**config.mk**
```make
export PLATFORM = sky130hd
export DESIGN_NAME = clock_time_setter
export DESIGN_NICKNAME = d
export VERILOG_FILES = /design/src/rtl/clock_pkg.sv /design/src/rtl/key_debouncer.sv /design/src/rtl/clock_time_setter.sv
export SDC_FILE = /design/constraint.sdc
export NUM_CORES = 1
export LEC_CHECK = 0
export CORE_MARGIN = 2
export CORE_UTILIZATION = 60
export DETAILED_ROUTE_END_ITERATION = 8
export GPL_TIMING_DRIVEN = 0
export PLACE_DENSITY = 0.9
export SETUP_SLACK_MARGIN = 0.05
export SLEW_MARGIN = 10
export SYNTH_ARGS = -nofsm -noshare
export SYNTH_HDL_FRONTEND = slang
export SYNTH_SLANG_ARGS = --single-unit
```
**constraint.sdc**
```tcl
create_clock -name CLOCK_50 -period 7.35 [get_ports CLOCK_50]
set_input_delay 0.735 -clock CLOCK_50 [delete_from_list [all_inputs] [get_ports CLOCK_50]]
set_output_delay 0.735 -clock CLOCK_50 [all_outputs]
set_load 0.01 [all_outputs]
```
**src/rtl/clock_pkg.sv**
```systemverilog
// rtl/clock_pkg.sv - shared types, digit constants and digit-edit helpers for the clock time setter
//
// State encoding doubles as the value driven on the 'selected' output.
// Digit indices follow the BCD packing {h10,h1,m10,m1,s10,s1}, so digit i
// lives in bits [4*i+3:4*i] and blank_mask bit i blanks it.
package clock_pkg;

    typedef enum logic [2:0] {
        ST_NONE  = 3'd0,
        ST_SEC   = 3'd1,
        ST_SEC10 = 3'd2,
        ST_MIN   = 3'd3,
        ST_MIN10 = 3'd4,
        ST_HR    = 3'd5,
        ST_HR10  = 3'd6
    } sel_state_t;

    localparam logic [2:0] DIGIT_S1   = 3'd0;
    localparam logic [2:0] DIGIT_S10  = 3'd1;
    localparam logic [2:0] DIGIT_M1   = 3'd2;
    localparam logic [2:0] DIGIT_M10  = 3'd3;
    localparam logic [2:0] DIGIT_H1   = 3'd4;
    localparam logic [2:0] DIGIT_H10  = 3'd5;
    localparam logic [2:0] DIGIT_NONE = 3'd7;

    localparam logic [3:0] MAX_S1       = 4'd9;
    localparam logic [3:0] MAX_S10      = 4'd5;
    localparam logic [3:0] MAX_M1       = 4'd9;
    localparam logic [3:0] MAX_M10      = 4'd5;
    localparam logic [3:0] MAX_H1       = 4'd9;
    localparam logic [3:0] MAX_H1_AT_20 = 4'd3;
    localparam logic [3:0] MAX_H10      = 4'd2;

    // Select key walks the digits from seconds up to tens-of-hours, then exits.
    // Any code outside the enum falls back to NONE.
    function automatic sel_state_t next_state(input sel_state_t s);
        case (s)
            ST_NONE:  return ST_SEC;
            ST_SEC:   return ST_SEC10;
            ST_SEC10: return ST_MIN;
            ST_MIN:   return ST_MIN10;
            ST_MIN10: return ST_HR;
            ST_HR:    return ST_HR10;
            default:  return ST_NONE;
        endcase
    endfunction

    function automatic logic [2:0] digit_of(input sel_state_t s);
        case (s)
            ST_SEC:   return DIGIT_S1;
            ST_SEC10: return DIGIT_S10;
            ST_MIN:   return DIGIT_M1;
            ST_MIN10: return DIGIT_M10;
            ST_HR:    return DIGIT_H1;
            ST_HR10:  return DIGIT_H10;
            default:  return DIGIT_NONE;
        endcase
    endfunction

    // One-hot blank bit for a digit; DIGIT_NONE shifts out to all-zero.
    function automatic logic [5:0] digit_mask(input logic [2:0] idx);
        return 6'b00_0001 << idx;
    endfunction

    // '>=' rather than '==' so an out-of-range digit loaded from time_in
    // still wraps back to zero instead of counting up through 15.
    function automatic logic [3:0] wrap_inc(input logic [3:0] d, input logic [3:0] max);
        return (d >= max) ? 4'd0 : d + 4'd1;
    endfunction

    // Increment one digit with wrap and no carry into its neighbour.
    function automatic logic [23:0] advance_digit(input logic [23:0] t, input logic [2:0] idx);
        logic [23:0] r;
        r = t;
        case (idx)
            DIGIT_S1:  r[3:0]   = wrap_inc(t[3:0],   MAX_S1);
            DIGIT_S10: r[7:4]   = wrap_inc(t[7:4],   MAX_S10);
            DIGIT_M1:  r[11:8]  = wrap_inc(t[11:8],  MAX_M1);
            DIGIT_M10: r[15:12] = wrap_inc(t[15:12], MAX_M10);
            DIGIT_H1:  r[19:16] = wrap_inc(t[19:16],
                                           (t[23:20] == MAX_H10) ? MAX_H1_AT_20 : MAX_H1);
            DIGIT_H10: begin
                r[23:20] = wrap_inc(t[23:20], MAX_H10);
                // Entering the 20s with h1 above 3 would form an invalid hour.
                if (r[23:20] == MAX_H10 && t[19:16] > MAX_H1_AT_20) begin
                    r[19:16] = 4'd0;
                end
            end
            default: r = t;
        endcase
        return r;
    endfunction

endpackage

```
**src/rtl/key_debouncer.sv**
```systemverilog
// rtl/key_debouncer.sv - synchronizer, debouncer and press-edge detector for one active-low key
//
// Ports:
//   clk    - sampling clock
//   rst    - asynchronous active-high reset; debounced level starts released (high)
//   key_n  - raw active-low key, asynchronous to clk
//   press  - one-cycle pulse when the debounced level falls; release gives nothing
module key_debouncer #(
    parameter int unsigned DEBOUNCE_CYCLES = 1_000_000
) (
    input  logic clk,
    input  logic rst,
    input  logic key_n,
    output logic press
);

    localparam int unsigned CNT_W = (DEBOUNCE_CYCLES > 1) ? $clog2(DEBOUNCE_CYCLES) : 1;
    localparam logic [CNT_W-1:0] CNT_LAST = CNT_W'(DEBOUNCE_CYCLES - 1);

    logic             sync_q1;
    logic             sync_q2;
    logic             stable;
    logic [CNT_W-1:0] cnt;

    // cnt counts consecutive synchronized samples that disagree with the
    // accepted level; any agreeing sample restarts the run.
    always_ff @(posedge clk or posedge rst) begin
        if (rst) begin
            sync_q1 <= 1'b1;
            sync_q2 <= 1'b1;
            stable  <= 1'b1;
            cnt     <= '0;
            press   <= 1'b0;
        end else begin
            sync_q1 <= key_n;
            sync_q2 <= sync_q1;
            press   <= 1'b0;
            if (sync_q2 == stable) begin
                cnt <= '0;
            end else if (cnt == CNT_LAST) begin
                stable <= sync_q2;
                cnt    <= '0;
                // Old level high means this acceptance is the falling edge.
                press  <= stable;
            end else begin
                cnt <= cnt + 1'b1;
            end
        end
    end

endmodule

```
**src/rtl/clock_time_setter.sv**
```systemverilog
// rtl/clock_time_setter.sv - two-key BCD time editor with digit blink and load strobe
//
// Optional feature: SETTER_TIMEOUT_EN adds an idle timer that abandons an
// edit (back to NONE, no load) after TIMEOUT_CYCLES without a key event.
//
// Ports:
//   CLOCK_50   - sole clock
//   reset      - asynchronous active-high reset
//   select_n   - raw active-low select key
//   advance_n  - raw active-low advance key
//   time_in    - current BCD time {h10,h1,m10,m1,s10,s1}
//   time_out   - edited BCD time (shadow register)
//   load       - one-cycle strobe after leaving tens-of-hours
//   selected   - current state code
//   setting    - high while editing
//   blank_mask - per-digit blank, bit 0 = s1
module clock_time_setter
    import clock_pkg::*;
#(
    parameter int unsigned DEBOUNCE_CYCLES = 1_000_000,
    parameter int unsigned BLINK_CYCLES    = 12_500_000,
    parameter int unsigned TIMEOUT_CYCLES  = 500_000_000
) (
    input  logic        CLOCK_50,
    input  logic        reset,
    input  logic        select_n,
    input  logic        advance_n,
    input  logic [23:0] time_in,
    output logic [23:0] time_out,
    output logic        load,
    output logic [2:0]  selected,
    output logic        setting,
    output logic [5:0]  blank_mask
);

    localparam int unsigned BLINK_W = (BLINK_CYCLES > 1) ? $clog2(BLINK_CYCLES) : 1;
    localparam logic [BLINK_W-1:0] BLINK_LAST = BLINK_W'(BLINK_CYCLES - 1);

    logic               select_evt;
    logic               advance_evt;
    logic               abort;
    sel_state_t         state;
    sel_state_t         state_nx;
    logic [BLINK_W-1:0] blink_cnt;
    logic               blink_hidden;

    key_debouncer #(.DEBOUNCE_CYCLES(DEBOUNCE_CYCLES)) u_select_key (
        .clk   (CLOCK_50),
        .rst   (reset),
        .key_n (select_n),
        .press (select_evt)
    );

    key_debouncer #(.DEBOUNCE_CYCLES(DEBOUNCE_CYCLES)) u_advance_key (
        .clk   (CLOCK_50),
        .rst   (reset),
        .key_n (advance_n),
        .press (advance_evt)
    );

`ifdef SETTER_TIMEOUT_EN
    localparam int unsigned TO_W = (TIMEOUT_CYCLES > 1) ? $clog2(TIMEOUT_CYCLES) : 1;
    localparam logic [TO_W-1:0] TO_LAST = TO_W'(TIMEOUT_CYCLES - 1);

    logic [TO_W-1:0] idle_cnt;

    always_ff @(posedge CLOCK_50 or posedge reset) begin
        if (reset) begin
            idle_cnt <= '0;
        end else if (state == ST_NONE || select_evt || advance_evt) begin
            idle_cnt <= '0;
        end else begin
            idle_cnt <= idle_cnt + 1'b1;
        end
    end

    // Fires on the last idle cycle of the window; a key event in that same
    // cycle still counts as activity.
    assign abort = (state != ST_NONE) && !select_evt && !advance_evt && (idle_cnt == TO_LAST);
`else
    assign abort = 1'b0;

    // Idle window unused in this build; block kept so the parameter is consumed.
    if (TIMEOUT_CYCLES == 0) begin : g_no_idle_window
    end
`endif

    // Select wins over both advance and the idle abort.
    always_comb begin
        state_nx = state;
        if (select_evt) begin
            state_nx = next_state(state);
        end else if (abort) begin
            state_nx = ST_NONE;
        end
    end

    always_ff @(posedge CLOCK_50 or posedge reset) begin
        if (reset) begin
            state        <= ST_NONE;
            load         <= 1'b0;
            setting      <= 1'b0;
            time_out     <= '0;
            blank_mask   <= '0;
            blink_cnt    <= '0;
            blink_hidden <= 1'b0;
        end else begin
            state   <= state_nx;
            setting <= (state_nx != ST_NONE);
            load    <= select_evt && (state == ST_HR10);

            if (select_evt) begin
                if (state == ST_NONE) begin
                    time_out <= time_in;
                end
            end else if (advance_evt && state != ST_NONE) begin
                time_out <= advance_digit(time_out, digit_of(state));
            end

            // Blink restarts visible on every state change and idles in NONE.
            if (state_nx != state || state_nx == ST_NONE) begin
                blink_cnt    <= '0;
                blink_hidden <= 1'b0;
                blank_mask   <= '0;
            end else if (blink_cnt == BLINK_LAST) begin
                blink_cnt    <= '0;
                blink_hidden <= !blink_hidden;
                blank_mask   <= blink_hidden ? 6'd0 : digit_mask(digit_of(state));
            end else begin
                blink_cnt <= blink_cnt + 1'b1;
            end
        end
    end

    assign selected = state;

endmodule

```
======== Word-level counts from Yosys, hierarchy flattened ========
Cells that the tools add are included.
storage, ports and cells
  flip-flop bits (word level) ............. 108
  bits in latches ......................... 0
  bits in writable memories ............... 0
  bits in read-only memories .............. 0
  bits of input ports ..................... 28
  output and inout port bits .............. 35
  word-level logic and storage cells ...... 127
  memories kept ........................... 0
cells by class
  add/subtract/negate cells ............... 9
  multipliers ............................. 0
  div/mod/pow operators ................... 0
  $lt $le $gt $ge ......................... 7
  equality and inequality tests ........... 21
  shift operators ......................... 1
  multiplexer cells ....................... 39
  bitwise operators ....................... 2
  reduce and logical (&&, ||, !) cells .... 26
operator list
  operator               count
  $mux 24                5
  $mux 20                4
  $mux 4                 13
  $add 20x1->20 const B  2
  $eq 20x20->1 const B   2
  $pmux 3 s6             2
  $add 24x1->24 const B  1
  $add 4x1->4 const B    6
  $eq 24x24->1 const B   1
  $mux 6                 3
  $eq 3x3->1 const B     5
  $mux 3                 5
  $reduce_and 3->1       5
  $reduce_bool 2->1      7
  $eq 3x2->1 const B     4
  $logic_not 3->1        3
  $reduce_bool 3->1      3
  $eq 4x2->1 const B     2
  $ge 4x3->1 const B     2
  $ge 4x4->1 const B     2
  $pmux 4 s2             1
  $eq 3x1->1 const B     2
  $mux 1                 6
  $shl 1x3->6 const A    1
  other kinds (13)       18

======== Logic depth before layout (Yosys ltp) ========
Gate-level depths: netlist (run 1).
  word-level depth ........................ 10
  mapped depth ............................ 8
  mapped depth without buffers ............ 8

======== Cells and area by module ========
Synthesis (run 1) repeated with hierarchy kept, for this count alone.
second synthesis, totals
  cells, all modules ...................... 579
  area total of the unflattened synthesis .. 5781.8 um2
modules (own cells, without submodules)
  module             instances  cells each  area each (um2)  seq. area each (um2)
  clock_time_setter  1          363         3397.0           1501.4
  key_debouncer      2          108         1192.4           604.3

======== Worst setup path after synthesis (run 1) ========
No wires, ideal clock.
  path kind ............................... register to register
  from .................................... register time_out[20]
  to ...................................... register time_out[16]
  library setup time ...................... 0.128 ns
  data arrival time ....................... 2.067 ns
  required time ........................... 7.222 ns
  setup slack ............................. 5.156 ns
  cell stages (with the launch flop) ...... 7
  buffers on the path ..................... 0
  clock period less this slack ............ 2.194 ns
  cells stage by stage .................... dfrtp_1 -> inv_1 -> ha_1 -> or4_1 -> nor4_1 -> nor2_1 -> mux2_1
on the way
  word-level cells in the longest chain between the ends .. 7
  elaborated cells between the ends (all ways) .. 14
  those cells by class .................... 1 x add/sub; 2 x order compare; 3 x eq/ne; 6 x mux; 2 x reduce/logical
RTL lines
  item                      line                      RTL
  start: declaration        clock_time_setter.sv:29   output logic [23:0] time_out,
  start signal: assignment  clock_time_setter.sv:114  time_out <= time_in;
  start signal: assignment  clock_time_setter.sv:117  time_out <= advance_digit(time_out, digit_of(state));
  $eq 4x2->1                clock_pkg.sv:81           (t[23:20] == MAX_H10) ? MAX_H1_AT_20 : MAX_H1);
  $mux 4                    clock_pkg.sv:81
  $ge 4x4->1                clock_pkg.sv:68           return (d >= max) ? 4'd0 : d + 4'd1;
  $mux 4                    clock_pkg.sv:68
  $pmux 4 s2                clock_pkg.sv:75           case (idx)
  $mux 24                   clock_time_setter.sv:116  end else if (advance_evt && state != ST_NONE) begin
  $mux 24                   clock_time_setter.sv:112  if (select_evt) begin
Parallel ways exist; a longest one is shown, timed or not. The select of a mux whose other input is x is not followed.
A chain may end at the register's enable or synchronous reset.

======== Final worst setup path (run 1) ========
  from .................................... register blink_cnt[14]
  to ...................................... register blink_cnt[20]
on the way
  word-level cells in the longest chain between the ends .. 3
  elaborated cells between the ends (all ways) .. 4
  those cells by class .................... 1 x add/sub; 1 x eq/ne; 2 x mux
RTL lines
  item                                           line                                                RTL
  start: declaration                             clock_time_setter.sv:44                             logic [BLINK_W-1:0] blink_cnt;
  start signal: assignment                       clock_time_setter.sv:130                            blink_cnt <= blink_cnt + 1'b1;
  $add 24x1->24 or $eq 24x24->1 (tied branches)  clock_time_setter.sv:130, clock_time_setter.sv:125
  $mux 24 (*)                                    clock_time_setter.sv:125                            end else if (blink_cnt == BLINK_LAST) begin
  $mux 24 (*)                                    clock_time_setter.sv:121                            if (state_nx != state || state_nx == ST_NONE) begin
Every way passes the cells marked *; elsewhere a longest branch is shown, timed or not.

==> results of run 1 <==
==> through the flow <==
| step | utilization | instances | cell area [µm²] |
|---|---|---|---|
| floorplan | - | 609 | 5870 |
| CTS | 0.717 | 821 | 6910 |
| finish | 0.717 | 821 | 6910 |
| global route | 0.717 | 821 | 6910 |
| global placement | 0.690 | 804 | 6650 |
| detailed placement | 0.694 | 805 | 6690 |
==> power breakdown <==
part	switching, µW	internal, µW	leakage (µW)
sequential	3.96	598	0.00142
combinational	20.6	17.8	0.00108
clock	209	194	0.000106
==> layout make-up <==
cell class	count	area, µm²	share of cell area
multi-input combinational	450	2960	0.429
sequential	108	2710	0.392
timing repair buffer	63	648	0.0938
tap	133	166	0.0241
clock buffer	9	124	0.0179
buffer	26	101	0.0147
inverter	25	98.8	0.0143
clock inverter	7	97.6	0.0141
==> kinds of logic after synthesis <==
group | count (synthesis) | synth area share
mux | 8 | 0.0151
simple gates | 253 | 0.238
buf+inv | 51 | 0.0333
compound gates | 130 | 0.151
flops | 108 | 0.462
xor+xnor | 40 | 0.0597
fa+ha+maj | 19 | 0.0405
==> registers in the layout, indices dropped and copies added (netlist names), 3 cells and up <==
register / flops
selected: 3
blank_mask: 6
time_out: 24
blink_cnt: 24
u_select_key.cnt: 20
u_advance_key.cnt: 20
==> critical path: stages (launching register included) <==
cell      delay, ns
dfrtp_1        0.45
nor4_1         0.37
nand4_1        0.41
nor3_1         0.74
clkbuf_1       0.44
a211oi_1       0.11
==> path summary, 6_finish.rpt <==
path | start | endpoint | slack, ns | cells past startpoint
worst max-delay path | blink_cnt[14] | blink_cnt[20] | 4.71 | 5
worst min-delay path | u_advance_key.sync_q1 | u_advance_key.sync_q2 | 0.36 | 0
worst max register to register | blink_cnt[14] | blink_cnt[20] | 4.71 | 5
worst min register to register | u_advance_key.sync_q1 | u_advance_key.sync_q2 | 0.36 | 0
max in group asynchronous | reset | u_advance_key.stable | 6.01 | 3
min in group asynchronous | reset | u_select_key.cnt[7] | 0.63 | 2
==> Yosys cell counts, drive strengths merged (3+ instances only) <==
library cell / number / share of area
and3: 3 / 0.0032
clkbuf: 18 / 0.012
o31ai: 19 / 0.024
nand4: 25 / 0.028
dfstp: 6 / 0.027
nor4: 12 / 0.013
buf: 8 / 0.0058
o21ai: 22 / 0.019
mux2: 7 / 0.013
a32o: 3 / 0.0051
nand3b: 7 / 0.0090
o41ai: 5 / 0.010
dfrtp: 102 / 0.44
inv: 25 / 0.016
nor2: 46 / 0.029
nand3: 25 / 0.021
nand2: 40 / 0.026
or3b: 6 / 0.0090
xor2: 14 / 0.021
nand2b: 7 / 0.0075
a22oi: 6 / 0.0077
xnor2: 26 / 0.039
or4: 13 / 0.017
or3: 16 / 0.017
a21o: 3 / 0.0038
nor3b: 5 / 0.0064
nor3: 27 / 0.023
a22o: 6 / 0.0090
nand4b: 3 / 0.0045
nor4b: 3 / 0.0045
a21oi: 33 / 0.028
ha: 19 / 0.041
a211oi: 14 / 0.018
and4: 8 / 0.012
==> layer usage <==
metal,GRT usage,wire length (µm),share of wire
met5,0,0,0
met4,0.0789,204,0.015
met3,0.0461,661,0.050
met2,0.439,6680,0.50
met1,0.349,5760,0.43
==> metrics.txt, run 1 <==
outcome=finished clean; setup repair after global routing missed its margin=no; worst hold margin=0.363 ns; share of cells above drive strength 1=0.0610; yosys warns=0; Slew Viols, Final=0; Setup CP Type=register to register; hold buffer count at cts=0; die area=10600 µm²; first-pass GRT wire length=22200 µm; Max-cap violations=0; final setup margin=4.71 ns; antenna violations before repair=0; Synth Cell Area=5870 µm²; Max-slew headroom=0.330; final hold vios=0; Setup TNS Final=0 ns; vias in the first global route=4879; GP Congestion=0.932; Final #Nets=730; CTS clk-pin slew, worst paths=0.10 ns; Clock Path Buffers=2; cell chosen for the clock root=clkbuf_8; Final setup viols=0; I/O Buffers=62; drt total wl=13300 µm; crit end category=register; largest vdd supply drop=113 µV; Max Freq=0.379 GHz; Post-synth EDFFs=0; Worst-Margin Slew=0.999 ns; DR DRC count=0; ys flop type=dfrtp_1; clock latency at the later pin of the worst-skew pair=0.38 ns; commonest non-fill, non-tap cell in the layout=dfrtp_1; worst slack, placed=4.77 ns; cells after synthesis=609; DR WL/cell=16.2 µm; Die Y=103 µm; Post-CTS Setup Inserts=0; worst-path maximum fanout=10; pin count of the biggest net entering global routing=96; FP Rows=36; clock sink count=108; Clock Skew=0.0121 ns; DR pass1 iterations=5; Die X=103 µm; Vias/cell=6.23; dpl hpwl=9410 µm; Seq cells post-synth=108; commonest cells after routing, fill and taps aside=dfrtp_1 (102), clkdlybuf4s50_1 (62), nor2_1 (46); Ant. Diodes=0; Req. time, crit path=7.59 ns; Synth async-reset ratio=1.00; Post-Syn Nets=656; HP Class=register to register; Initial DRC Count=214; P_leak=0.00260 µW; GRT Overall Usage=0.261; Detail Route Antenna Nets=0; clock period minus worst slack=2.64 ns; power density over cell area=151 nW/µm²; startpoint types=register; Worst Path Arrival=2.88 ns; H-tree levels=3; Power Total=1040 µW; Final period util=0.359; Distinct cells, synth=57; CTS tree=done; sequential fraction of the synthesis area=0.462; Core Region=9640 µm²; area grow syn2layout=17.7%; Post-CTS Resized=0; syn_area_per_cell=9.63 µm²; grt total ovfl=0; Fill cells=700; Initial Util=0.609; I/O pin cnt=63; routed vias=5112; Num CTS Buffers=9
No activity file was read; power rests on OpenSTA's default activity.
==> run 2, diff against run 1 <==
--- a/config.mk
+++ b/config.mk
@@ -6,10 +6,10 @@
 export NUM_CORES = 1
 export LEC_CHECK = 0
 export CORE_MARGIN = 2
-export CORE_UTILIZATION = 60
+export CORE_UTILIZATION = 57
 export DETAILED_ROUTE_END_ITERATION = 8
 export GPL_TIMING_DRIVEN = 0
-export PLACE_DENSITY = 0.9
+export PLACE_DENSITY = 0.86
 export SETUP_SLACK_MARGIN = 0.05
 export SLEW_MARGIN = 10
 export SYNTH_ARGS = -nofsm -noshare
==> constraint.sdc (replaced) <==
create_clock -name CLOCK_50 -period 2.7 [get_ports CLOCK_50]
set_input_delay 0.27 -clock CLOCK_50 [delete_from_list [all_inputs] [get_ports CLOCK_50]]
set_output_delay 0.27 -clock CLOCK_50 [all_outputs]
set_load 0.01 [all_outputs]
==> metrics.txt, run 2 (synthesis gave the netlist of run 1 again) <==
routed vias=5040 (-1.4%); cell chosen for the clock root=clkbuf_8; Setup CP Type=register to register; Placed Area=6720 µm² (+0.52%); HP Class=input pin to asynchronous set/reset pin; Top Usage Layer GRT=met2; Detail Route Antenna Nets=0 (unchanged); Initial Util=0.579 (-0.0300); DR DRC count=0 (unchanged); Max-cap violations=0 (unchanged); Critical Path Start=blink_cnt[14]; Final setup viols=0 (unchanged); H-tree levels=3 (unchanged); FF-to-FF Start=blink_cnt[14]; P_leak=0.00261 µW (+0.33%); largest vdd supply drop=309 µV (+170%); crit end category=register; Design Area, Final=6900 µm² (-0.11%); met2 GRT Util=0.398 (-0.0414); first-pass GRT wire length=22700 µm (+2.1%); startpoint types=register; Worst-Margin Slew=0.971 ns (-0.0278 ns); DR WL/cell=15.9 µm (-1.7%); Req. time, crit path=2.94 ns (-4.65 ns); DR pass1 iterations=5 (unchanged); met3 Resource Use GR=0.0365 (-0.00961); commonest cells after routing, fill and taps aside=dfrtp_1 (102), clkdlybuf4s50_1 (62), nor2_1 (46); drt total wl=13100 µm (-1.3%); die area=11100 µm² (+5.1%); commonest non-fill, non-tap cell in the layout=dfrtp_1; Vias/cell=6.11 (-1.9%); Slew Viols, Final=0 (unchanged); CTS clk-pin slew, worst paths=0.09 ns (about the same); Final #Nets=732 (+0.27%); Post-CTS Resized=0 (unchanged); Die Y=105 µm (+2.5%); grt total ovfl=0 (unchanged); CTS tree=done; pin count of the biggest net entering global routing=35 (-64%); Core Region=10100 µm² (+5.2%); I/O pin cnt=63 (unchanged); I/O Buffers=62 (unchanged); grt met1 use=0.340 (-0.00890); Setup TNS Final=0 ns (unchanged); Ant. Diodes=0 (unchanged); hold buffer count at cts=0 (unchanged); clock period minus worst slack=2.43 ns (-0.215 ns); clock latency at the later pin of the worst-skew pair=0.37 ns (about the same); Max-slew headroom=0.349 (+0.0186); Post-CTS Setup Inserts=0 (unchanged); FP Rows=37 (+2.8%); critical path cell sequence=nor4_1, nand4_1, nor3_2, clkbuf_1, nor3_1; worst-path maximum fanout=10 (unchanged); outcome=finished clean; CP max-delay cell=nor3_2; setup repair after global routing missed its margin=no; Die X=105 µm (+2.5%); final hold vios=0 (unchanged); clock sink count=108 (unchanged); antenna violations before repair=0 (unchanged); Clock Skew=0.0110 ns (-0.00106 ns); Largest regs=blink_cnt: 24 flops, time_out: 24 flops; worst hold margin=0.205 ns (-0.158 ns); share of cells above drive strength 1=0.0581 (-0.00299); area grow syn2layout=17.6%; Final period util=0.898 (+0.539); vias in the first global route=4849 (-0.61%); power density over cell area=376 nW/µm² (+150%); Num CTS Buffers=9 (unchanged); Worst Path Arrival=2.66 ns (-0.22 ns); GRT Overall Usage=0.247 (-0.0143); Initial DRC Count=328 (+53%); Max Freq=0.412 GHz (+8.9%); dpl hpwl=9600 µm (+2.0%); GP Congestion=0.899 (-3.6%); Clock Path Buffers=2 (unchanged); max incr delay on CP=0.47 ns (-0.27 ns)
==> run 2: cell types whose count changed in the layout (fill, tap and decap cells not counted), sizes merged <==
cell    change
clkbuf      +4
inv         -3
buf         +2
bufinv      -2
==> run 2: critical path, delay by kind of cell (launching register included) <==
| kind | cells | cell delay [ns] |
|---|---|---|
| buffers and inverters | 1 | 0.43 |
| DFF | 1 | 0.44 |
| and+or+nand+nor | 4 | 1.42 |
==> run 2: final timing paths <==
check | endpoint | slack [ns] | cells after the start
worst min-delay path | u_select_key.cnt[10] | 0.20 | 2
worst min register to register | u_advance_key.sync_q2 | 0.36 | 0
min in group CLOCK_50 | u_advance_key.sync_q1 | 0.31 | 1
worst max-delay path | blink_cnt[3] | 0.27 | 5
worst max register to register | blink_cnt[3] | 0.27 | 5
max in group asynchronous | u_advance_key.stable | 1.50 | 5
==> run 2: final cells by class <==
type	count	area, µm²
fillers	777	3240
inverters	25	97.6
flip-flops and latches	108	2710
multi-input cells	450	2990
clock buffers	13	139
well taps	136	170
plain buffers	26	101
clock inverters	2	12.5
repair buffers	65	681
==> run 2: report_power, final <==
group	internal (µW)	leakage [µW]	switching, µW
combinational	54.5	0.00112	58.5
sequential	1630	0.00142	10.3
clock	332	0.0000735	509
total	2010	0.00261	578
==> run 2: metrics by stage <==
step	std cells	util	setup slack (ns)	total power, µW
after detailed placement	810	0.663	0.142	1780
after floorplan	609	-	0.506	1710
final	825	0.681	0.275	2590
after global placement	807	0.657	0.125	1770
after CTS	825	0.678	0.124	2610
after global routing	825	0.681	0.0703	2690
==> run 2: routing by layer <==
metal	vias to the layer above	share of wire	wire [µm]
met5	-	0	0
met2	140	0.49	6440
met4	0	0.018	240
li1	2403	-	-
met3	24	0.049	650
met1	2473	0.44	5810
